### src/rtl/top_datapath_pkg.sv
// Shared constants for the single-cycle datapath: widths, sizes, ALU opcodes
// and the instruction ROM program.
package top_datapath_pkg;

    localparam int DATA_W    = 32;
    localparam int NUM_REGS  = 32;
    localparam int ROM_DEPTH = 64;
    localparam int REG_AW    = $clog2(NUM_REGS);
    localparam int ROM_AW    = $clog2(ROM_DEPTH);

    typedef enum logic [3:0] {
        ALU_AND = 4'b0000,
        ALU_OR  = 4'b0001,
        ALU_ADD = 4'b0010,
        ALU_SUB = 4'b0110,
        ALU_SLT = 4'b0111,
        ALU_NOR = 4'b1100
    } alu_op_e;

    // Preloaded program; every word not listed here reads as zero.
    localparam logic [DATA_W-1:0] PROG_ADDI_1 = 32'h2001_0005; // addi $1,$0,5
    localparam logic [DATA_W-1:0] PROG_ADDI_2 = 32'h2002_000A; // addi $2,$0,10
    localparam logic [DATA_W-1:0] PROG_ADD_3  = 32'h0022_1820; // add  $3,$1,$2

    function automatic logic [DATA_W-1:0] rom_word(input logic [ROM_AW-1:0] idx);
        logic [DATA_W-1:0] w;
        w = '0;
        case (idx)
            6'd0:    w = PROG_ADDI_1;
            6'd1:    w = PROG_ADDI_2;
            6'd2:    w = PROG_ADD_3;
            default: w = '0;
        endcase
        return w;
    endfunction

endpackage

### src/rtl/top_datapath_alu.sv
// Combinational ALU: AND, OR, ADD, SUB; SLT and NOR only when ALU_EXT_OPS_EN
// is defined. Unsupported codes yield zero.
import top_datapath_pkg::*;

module alu (
    input  logic [3:0]        alu_op,
    input  logic [DATA_W-1:0] a,
    input  logic [DATA_W-1:0] b,
    output logic [DATA_W-1:0] result
);

    // Select the operation result for the current opcode.
    always_comb begin
        // NOTE: default assigned first so no path through the case leaves result unassigned (no latch).
        result = '0;
        case (alu_op)
            ALU_AND: result = a & b;
            ALU_OR:  result = a | b;
            ALU_ADD: result = a + b;
            ALU_SUB: result = a - b;
`ifdef ALU_EXT_OPS_EN
            ALU_SLT: result = {{(DATA_W-1){1'b0}}, ($signed(a) < $signed(b))};
            ALU_NOR: result = ~(a | b);
`endif
            default: result = '0;
        endcase
    end

endmodule

### src/rtl/top_datapath.sv
// Single-cycle datapath slice: PC, 64-word instruction ROM, 32x32 register
// file, destination/operand muxes and the ALU. Optional ALU ops are enabled
// with macro ALU_EXT_OPS_EN.
import top_datapath_pkg::*;

module top_datapath (
    input  logic              clk,
    input  logic              rst,
    input  logic              rst_rf,
    input  logic              en,
    input  logic              en_rf,
    input  logic              selec_mux,
    input  logic              selec_mux2,
    input  logic [3:0]        alu_op,
    output logic [DATA_W-1:0] fim
);

    logic [DATA_W-1:0] pc;
    logic [DATA_W-1:0] instr;
    logic [DATA_W-1:0] rf [NUM_REGS];
    logic [REG_AW-1:0] rs_addr;
    logic [REG_AW-1:0] rt_addr;
    logic [REG_AW-1:0] rd_addr;
    logic [REG_AW-1:0] wr_addr;
    logic [DATA_W-1:0] rd_data1;
    logic [DATA_W-1:0] rd_data2;
    logic [DATA_W-1:0] imm_ext;
    logic [DATA_W-1:0] alu_b;
    logic              unused_opcode;

    // Program counter: advance by one word when enabled, otherwise hold.
    always_ff @(posedge clk or posedge rst) begin
        // NOTE: non-blocking assignment for registered state so all flops update together at the edge.
        if (rst)
            pc <= '0;
        else if (en)
            pc <= pc + DATA_W'(4);
    end

    // Instruction fetch: word-addressed ROM, index wraps every 64 words.
    always_comb begin
        instr = rom_word(pc[ROM_AW+1:2]);
    end

    assign rs_addr       = instr[25:21];
    assign rt_addr       = instr[20:16];
    assign rd_addr       = instr[15:11];
    assign imm_ext       = {{(DATA_W-16){instr[15]}}, instr[15:0]};
    assign unused_opcode = ^instr[31:26];

    // Destination register select: rt for immediate forms, rd for register forms.
    always_comb begin
        wr_addr = selec_mux ? rd_addr : rt_addr;
    end

    // Register file write port; $0 is never written.
    always_ff @(posedge clk or posedge rst_rf) begin
        // NOTE: the whole array is cleared on reset because the register file must read zero afterwards; this forces flops rather than RAM.
        if (rst_rf) begin
            for (int i = 0; i < NUM_REGS; i++)
                rf[i] <= '0;
        end else if (en_rf && (wr_addr != '0)) begin
            rf[wr_addr] <= fim;
        end
    end

    // Read ports: combinational, no bypass of a write in the same cycle.
    always_comb begin
        rd_data1 = (rs_addr == '0) ? '0 : rf[rs_addr];
        rd_data2 = (rt_addr == '0) ? '0 : rf[rt_addr];
    end

    // ALU B operand: register data or sign-extended immediate.
    always_comb begin
        alu_b = selec_mux2 ? imm_ext : rd_data2;
    end

    alu u_alu (
        .alu_op (alu_op),
        .a      (rd_data1),
        .b      (alu_b),
        .result (fim)
    );

endmodule

### config.mk
export PLATFORM = sky130hd
export DESIGN_NAME = top_datapath
export DESIGN_NICKNAME = d
export VERILOG_FILES = /design/src/rtl/top_datapath_pkg.sv /design/src/rtl/top_datapath_alu.sv /design/src/rtl/top_datapath.sv
export SDC_FILE = /design/constraint.sdc
export NUM_CORES = 1
export LEC_CHECK = 0
export ABC_AREA = 1
export BUFFER_PORTS_ARGS = -buffer_cell sky130_fd_sc_hd__buf_2
export CORE_ASPECT_RATIO = 0.5
export CORE_MARGIN = 3
export CORE_UTILIZATION = 30
export CTS_CLUSTER_SIZE = 28
export DETAILED_ROUTE_END_ITERATION = 12
export GPL_ROUTABILITY_DRIVEN = 0
export GPL_TIMING_DRIVEN = 0
export HOLD_SLACK_MARGIN = 0.15
export SETUP_SLACK_MARGIN = 0.1
export SLEW_MARGIN = 30
export SYNTH_ARGS = -nofsm -noshare
export SYNTH_HDL_FRONTEND = slang
export SYNTH_SLANG_ARGS = --single-unit
### constraint.sdc
create_clock -name clk -period 12.2 [get_ports clk]
set_clock_uncertainty 0.1 [all_clocks]
set_input_delay 2.44 -clock clk [delete_from_list [all_inputs] [get_ports clk]]
set_output_delay 2.44 -clock clk [all_outputs]
set_load 0.02 [all_outputs]
==> out/summary.txt <==
Fmax: 0.103 GHz
Outcome: finished, final reports clean
Via count: 10200
Root buf cell: clkbuf_16
Setup violators final: 0
Setup crit end kind: primary output
Tightest Pin Transition: 1010 ps
Rows: 46
Multi-input gate area: 0.00546 sq mm
Top_reg_cell synth: dfrtp_1
Post-layout net count: 1625
Die height: 135 microns
Initial Util: 31.1%
Post-route ant nets: 0
Final Max Slew Viols: 0
Post-synthesis mux area share: 0%
Vias in the first global route: 9528
# IOs: 43
PortBufs: 42
Max-slew headroom: 32.1%
Register Area: 0.00335 sq mm
Main combinational cell family by area after synthesis: simple AND/OR/NAND/NOR gates
Clock Tree Buf Depth: 2
Post-layout util: 35.5%
Adder-Cell Fraction of Synth Area: 4.94%
Clk slew on worst S/H paths: 60 ps
Yosys reg bits: 134
GRT Overall Usage: 19.8%
Worst EP arrival: 7210 ps
Post-CTS Setup Bufs: 0
Hold crit path type: flop to flop
CTS Hold Bufs: 0
Pwr dens: 265 mW/mm^2
WL/cell: 17.4 microns
Final wirelength: 35100 microns
Synth warn: 0
Syn Nets: 1563
CP startpoint kind: input pin
GRT overflow: 0
H-tree levels: 4
Worst hold slack: 355 ps
Kind of critical path: input pin to primary output
Xor/xnor share of the synthesized area: 3.23%
DP HPWL: 27200 microns
Clk_lat worst skew: 440 ps
Distinct cell type count after synthesis: 50
Clock Sink Count: 134
Share of async-settable or async-resettable flops after synthesis: 100%
DRT Pass-1 Iters: 5
Static leakage: 6.01 nW
Area Overhead vs Synth: 14.1%
Starting DRT DRC Count: 1036
Area of the die: 0.0358 sq mm
DR vias/cell: 5.06
TritonCTS buffer count: 17
Final WS setup: 2450 ps
Post-synth EDFFs: 0
Fill cells: 3425
Setup TNS: 0 ps
Maximum fanout along the worst path: 10
Required time of the critical path: 9660 ps
CTS tree: done
Post-Syn Instances: 1513
# diodes: 0
Seq/Total Area, Yosys: 33.4%
Minimum clock period: 9750 ps
Layout cells sized above 1: 8.25%
Final Cycle Share: 79.9%
Syn Area/Cell: 6.63 sq um
Worst VDD drop: 0.000107 V
Initial antenna violation count: 0
Count of final hold-check violations: 0
Die W: 265 microns
DRC: 0
Place WS: 2580 ps
Synth Area in Simple Gates: 29.2%
Synth Area in Compound Gates: 17.0%
RSZ-0062 raised after global routing: false
Largest net degree at the start of global routing: 78
Core footprint: 0.0323 sq mm
Synth Cell Area: 0.0100 sq mm
Post-CTS sizing: 0
Max-cap violations: 0
First-pass GRT wire length: 54500 microns
==> Yosys cell counts, types with 3 or more instances <==
library cell | instances | area, sq um
clkbuf_1 | 65 | 244
xor2_1 | 28 | 245
nand2_1 | 429 | 1610
a31oi_1 | 16 | 100
o211ai_1 | 14 | 105
a311oi_1 | 4 | 35.0
dfrtp_1 | 134 | 3350
inv_2 | 4 | 15.0
a21boi_0 | 3 | 22.5
a21o_1 | 3 | 22.5
buf_6 | 4 | 45.0
a21oi_1 | 69 | 345
xnor2_1 | 9 | 78.8
nand4_1 | 44 | 275
ha_1 | 38 | 475
buf_4 | 3 | 22.5
nor2_2 | 6 | 37.5
nand3_1 | 62 | 310
inv_1 | 209 | 785
o21ai_1 | 14 | 70.1
clkinv_1 | 3 | 11.3
nand2_2 | 5 | 31.3
a221oi_1 | 3 | 26.3
o21ai_0 | 155 | 776
nand3b_1 | 3 | 22.5
o22ai_1 | 4 | 25.0
nor4_1 | 8 | 50.1
nor3_1 | 12 | 60.1
o21bai_1 | 4 | 30.0
nor2_1 | 113 | 424
buf_2 | 19 | 95.1
==> cells by family (layout without fill, tap and decap cells) <==
family	count (synthesis)	after routing
simple gates	692	692
flops	134	134
xor+xnor	37	37
fa+ha+maj	39	39
buf+inv	309	384
compound gates	302	302
==> power by group <==
group          total, mW  switching, mW  internal [mW]  leakage, nW
Clock              0.554          0.219          0.335        0.297
Sequential         0.649         0.0682          0.581         1.81
Combinational       1.83           1.29          0.534         3.91
==> path summary, 6_finish.rpt <==
| kind | slack, ps | end | from | cells past startpoint |
|---|---|---|---|---|
| worst max register to register | 6150 | rf[987] | pc[3] | 29 |
| worst min-delay path | 350 | rf[1000] | rf[1000] | 1 |
| max in group asynchronous | 9360 | rf[935] | rst_rf | 3 |
| min in group asynchronous | 1810 | pc[7] | rst | 2 |
| worst max-delay path | 2450 | fim[21] | alu_op[0] | 23 |
| worst min register to register | 350 | rf[1000] | rf[1000] | 1 |
==> placed cells by master, fill, tap and decap left out, types with 28 or more instances in the layout <==
cell type and instances:
nand3_1 62, nor2_1 113, xor2_1 28, nand4_1 44, buf_2 61, o21ai_0 155, inv_1 208, ha_1 38
nand2_1 429, a21oi_1 69, dfrtp_1 134, clkbuf_1 65
==> flip-flops by register name (all words and copies together), names as in the netlist <==
signal,flops
rf,128
pc,6
==> metrics by stage <==
step	cells	total power, mW	cell area [sq um]
2_1_floorplan	1513	1.94	10000
3_3_place_gp	1987	2.42	10800
3_5_place_dp	1988	2.43	10800
4_1_cts	2020	2.99	11400
5_1_grt	2020	3.27	11400
6_report	2020	3.03	11400
==> metal layers <==
layer / up-vias / wire, microns / track usage (%)
li1: 4991 / - / -
met2: 403 / 15900 / 32.7
met1: 4779 / 15800 / 26.9
met3: 45 / 2680 / 3.54
met4: 0 / 682 / 5.19
met5: - / 0 / 0
==> layout make-up <==
cell class                      count  area share, %
Timing Repair Buffer               43           2.08
Inverter                          216           7.15
Clock buffer                       19           3.96
Multi-Input combinational cell   1070           47.7
Buffer                             93           3.62
Clock inverter                     13           1.49
Tap cell                          432           4.72
Sequential cell                   134           29.3
==> worst max-delay path: stages <==
cell	delay, ps
buf_2	160
inv_1	150
nand2_1	90
nor3_1	640
inv_1	260
buf_1	330
clkbuf_1	310
nand2_1	140
xor2_1	160
inv_1	60
ha_1	360
a21oi_1	150
inv_1	60
a31oi_1	160
nand2_1	70
a21oi_1	160
inv_1	120
a21oi_1	280
o21ai_0	210
a21oi_1	150
o21ai_0	120
o21ai_0	320
buf_2	300
Power figures use the tool's default switching activity.
